### src/rtl/fir_phase_ctrl.sv
// Polyphase sequencer for the Tx FIR interpolator: runtime oversampling factor, upstream
// valid/ready symbol pull, coefficient-bank select and shift strobe. Optional FIR_CTRL_UNDERRUN_CNT_EN.
module fir_phase_ctrl #(
  parameter int MAX_OS   = 8,
  parameter int NB_PHASE = 3
) (
  input  logic                clk,
  input  logic                i_rst,
  input  logic                i_enable,
  input  logic                i_sync,
  input  logic [NB_PHASE:0]   i_os_factor,
  input  logic                i_sym_valid,
  output logic                o_sym_ready,
  output logic                o_shift,
  output logic [NB_PHASE-1:0] o_phase,
  output logic                o_phase_valid,
  output logic                o_underrun
`ifdef FIR_CTRL_UNDERRUN_CNT_EN
  ,
  output logic [15:0]         o_underrun_cnt
`endif
);

  typedef enum logic [1:0] {
    S_IDLE,
    S_RUN,
    S_STALL
  } state_t;

  localparam logic [NB_PHASE:0] MAX_N = (NB_PHASE+1)'(MAX_OS);
  localparam logic [NB_PHASE:0] ONE_N = (NB_PHASE+1)'(1);

  state_t              state, state_d;
  logic [NB_PHASE-1:0] phase, phase_d;
  logic [NB_PHASE:0]   n_act, n_act_d;
  logic [NB_PHASE:0]   n_clamp;
  logic [NB_PHASE:0]   last_phase;
  logic                at_last;
  logic                ready;
  logic                xfer;
  logic                shift_d;
  logic                pv_d;
  logic                ur_d;
  logic [15:0]         cnt, cnt_d;

  assign n_clamp    = ((i_os_factor == '0) || (i_os_factor > MAX_N)) ? MAX_N : i_os_factor;
  assign last_phase = n_act - ONE_N;
  assign at_last    = ({1'b0, phase} == last_phase);

  assign ready       = i_enable & ~i_sync & ((state != S_RUN) | at_last);
  assign xfer        = i_sym_valid & ready;
  assign o_sym_ready = ready & ~i_rst;
  assign o_phase     = phase;

  always_comb begin
    state_d = state;
    phase_d = phase;
    n_act_d = n_act;
    shift_d = 1'b0;
    pv_d    = 1'b0;
    ur_d    = 1'b0;
    cnt_d   = cnt;
    if (i_sync) begin
      state_d = S_IDLE;
      phase_d = '0;
      cnt_d   = '0;
    end else if (!i_enable) begin
      // frozen: state, phase and n_act keep their values, strobes drop
    end else if (xfer) begin
      // a transfer always samples the current N, so a new N applies to this very symbol
      state_d = S_RUN;
      phase_d = '0;
      n_act_d = n_clamp;
      shift_d = 1'b1;
      pv_d    = 1'b1;
    end else begin
      unique case (state)
        S_IDLE: begin
          n_act_d = n_clamp;
        end
        S_RUN: begin
          if (!at_last) begin
            phase_d = phase + 1'b1;
            pv_d    = 1'b1;
          end else begin
            state_d = S_STALL;
            phase_d = '0;
            ur_d    = 1'b1;
            if (cnt != '1) cnt_d = cnt + 16'd1;
          end
        end
        S_STALL: begin
          n_act_d = n_clamp;
        end
        default: begin
          state_d = S_IDLE;
          phase_d = '0;
        end
      endcase
    end
  end

  always_ff @(posedge clk) begin
    if (i_rst) begin
      state         <= S_IDLE;
      phase         <= '0;
      n_act         <= MAX_N;
      o_shift       <= 1'b0;
      o_phase_valid <= 1'b0;
      o_underrun    <= 1'b0;
      cnt           <= '0;
    end else begin
      state         <= state_d;
      phase         <= phase_d;
      n_act         <= n_act_d;
      o_shift       <= shift_d;
      o_phase_valid <= pv_d;
      o_underrun    <= ur_d;
      cnt           <= cnt_d;
    end
  end

`ifdef FIR_CTRL_UNDERRUN_CNT_EN
  assign o_underrun_cnt = cnt;
`else
  logic unused_cnt;
  assign unused_cnt = ^cnt;
`endif

endmodule

### config.mk
export PLATFORM = sky130hd
export DESIGN_NAME = fir_phase_ctrl
export DESIGN_NICKNAME = d
export VERILOG_FILES = /design/src/rtl/fir_phase_ctrl.sv
export SDC_FILE = /design/constraint.sdc
export NUM_CORES = 1
export LEC_CHECK = 0
export BUFFER_PORTS_ARGS = -buffer_cell sky130_fd_sc_hd__buf_2
export CORE_MARGIN = 2
export CORE_UTILIZATION = 50
export CTS_CLUSTER_SIZE = 25
export DETAILED_ROUTE_END_ITERATION = 12
export PLACE_DENSITY = 0.82
export SETUP_SLACK_MARGIN = 0.02
export SYNTH_ARGS = -nofsm -noshare
export SYNTH_HDL_FRONTEND = slang
export SYNTH_SLANG_ARGS = --single-unit
export TNS_END_PERCENT = 50
### constraint.sdc
create_clock -name clk -period 2.33 [get_ports clk]
set_input_delay 0 -clock clk [delete_from_list [all_inputs] [get_ports clk]]
set_output_delay 0 -clock clk [all_outputs]
set_load 0.01 [all_outputs]
==> flow_summary.ini <==
[outcome]
status = finished, final reports clean

[power_and_ir_drop]
cellPowerDensity_nw_per_um2 = 516
peakVddDrop_uv = 302
p_leak_nw = 0.342

[layout]
multi_input_area_um2 = 397
final_common_cell = buf_2
fin_util_pct = 65.4
seqCellArea_um2 = 240
drive_above_1_share_pct = 24.0
nFillCells = 107
num-nets-final = 112
final_cell_mix = buf_2, dfxtp_1, nor2_1
antennaDiodeCount = 0
final_cells = 115
syn2layout_area_growth_pct = 24.4

[clock_network]
cts.sinks = 12
path_clk_slew_ns = 0.07
clock_path_buffers = 2
cts_made_buffers = 3
clk_latency_ns = 0.26
root_buffer = clkbuf_4
tritoncts = yes
h-tree-depth = 1

[job]
maxCapViolCount = 0

[detailed_routing]
drt_wl_total_mm = 1.26
dr.pass1.iters = 3
drc_errors = 0
vias_per_cell = 5.23
wl_per_cell_um = 10.9
via_count = 602
drt_iter0_markers = 12
ant_nets = 0

[grt]
antenna_found_initial = 0
grt_use_total_pct = 19.9
grt_start_max_net_pins = 12
grt_pass1_wl_mm = 2.13
grt_pass1_vias = 506
grt_overflow = 0

[floorplan]
initial_utilization_pct = 52.6
io_pins = 16
die_h_um = 40.5
coreArea_um2 = 1270
die_area_um2 = 1640
row_count = 13
die_w_um = 40.5

[logic_synthesis]
synth_area_um2 = 667
ys_types = 29
synth_flop_cell = dfxtp_1
synth_seq_cells = 12
async_reset_ff_share_pct = 0
avgSynthCellArea_um2 = 8.55
syn_nets = 89
ys_seq_area_share_pct = 36.0
synth_edf_count = 0
ys_warn_count = 0
syn_inst = 78

[critical_path]
crit_fanout = 6
cp-start-kind = flip-flop
end_kind = output port
critPathKind = flip-flop to output port
reg2reg_depth = 7
cp_data_required_time_ns = 2.33
critPathArrivalTime_ns = 2.02

[sta]
max_slew_margin_pct = 68.8
hold_viol = 0
min_period_over_period_pct = 86.6
finalCriticalPeriod_ns = 2.02
hold_ws_ns = 0.0553
maxSlewViolCount = 0
grt_setup_unrepaired = false
clock.fmax_mhz = 495
fin_skew_ns = 0.000442
setup_violations = 0
tightestPinTransition_ns = 0.464
fin_tns_setup_ns = 0

[placed_design]
post-dp-hpwl_um = 999
gp_congestion = 0.785
io_buffers = 15
dp_cells = 107

[hold_path]
hold_class = input port to flip-flop
holdPathStages = 2
[synthesized netlist by cell type, types with 2 or more instances]
| master | number | area [um^2] |
|---|---|---|
| a21oi_1 | 2 | 10.0 |
| dfxtp_1 | 12 | 240 |
| ha_1 | 2 | 25.0 |
| inv_1 | 6 | 22.5 |
| nand2_1 | 8 | 30.0 |
| nor2_1 | 9 | 33.8 |
| nor2b_1 | 3 | 18.8 |
| nor3_1 | 5 | 25.0 |
| nor3b_1 | 3 | 22.5 |
| o21ai_0 | 5 | 25.0 |
| o41ai_1 | 2 | 17.5 |
| or4b_1 | 2 | 20.0 |
| xor2_1 | 3 | 26.3 |
[critical path, cell delays in order, from the launching register on]
cell	delay [ns]
dfxtp_1	0.36
inv_1	0.07
ha_1	0.20
xor2_1	0.16
or3b_4	0.41
a32o_2	0.28
nor2_1	0.13
buf_2	0.14
[sequential cells by signal, summed over array words and instances (netlist names)]
register,flops
o_phase_valid,1
o_phase,3
o_shift,1
n_act,4
state,2
o_underrun,1
[through the flow]
step	power (mW)	setup slack, ns	cell area (um^2)
2_1_floorplan	0.250	0.512	667
3_3_place_gp	0.266	0.475	753
3_5_place_dp	0.267	0.421	753
4_1_cts	0.433	0.295	820
5_1_grt	0.452	0.212	830
6_report	0.428	0.311	830
[power breakdown]
group	switching, mW	total, mW	internal [mW]	leakage (nW)
Combinational	0.0296	0.0547	0.0252	0.224
Clock	0.0661	0.161	0.0947	0.0210
Sequential	0.00340	0.213	0.209	0.0972
Total	0.0990	0.428	0.329	0.342
[final timing paths]
check        slack, ns           to  startpoint
max               0.31  o_sym_ready    n_act[0]
min               0.06   o_phase[1]       i_rst
max reg2reg       0.42     n_act[2]    n_act[0]
min reg2reg       0.51     n_act[1]    n_act[1]
[cell families after synthesis]
kind of cell	after synthesis	synth area share [%]
fa+ha+maj	2	3.75
simple gates	34	27.6
compound gates	19	22.7
flops	12	36.0
mux	1	1.50
buf+inv	7	4.50
xor+xnor	3	3.94
[routing by layer]
layer	routed length [um]	vias to the layer above	global-route usage [%]
met3	52	2	5.00
li1	-	321	-
met2	605	13	32.1
met1	579	266	25.2
met5	0	-	0
met4	18	0	7.50
[timing repair]
item	CTS	global route
endpoints found under the hold margin	4	1
setup buffers	0	0
gates resized for setup	0	0
hold buffers	3	1
setup endpoints to repair	0	0
[area by class of cell]
class                           instances  share of cell area [%]
Clock buffer                            4                    4.37
Inverter                                6                    2.71
Multi-Input combinational cell         59                    47.8
Sequential cell                        12                    29.0
Tap cell                               15                    2.26
Timing Repair Buffer                   19                    13.9
(Power assumes the default switching activity.)
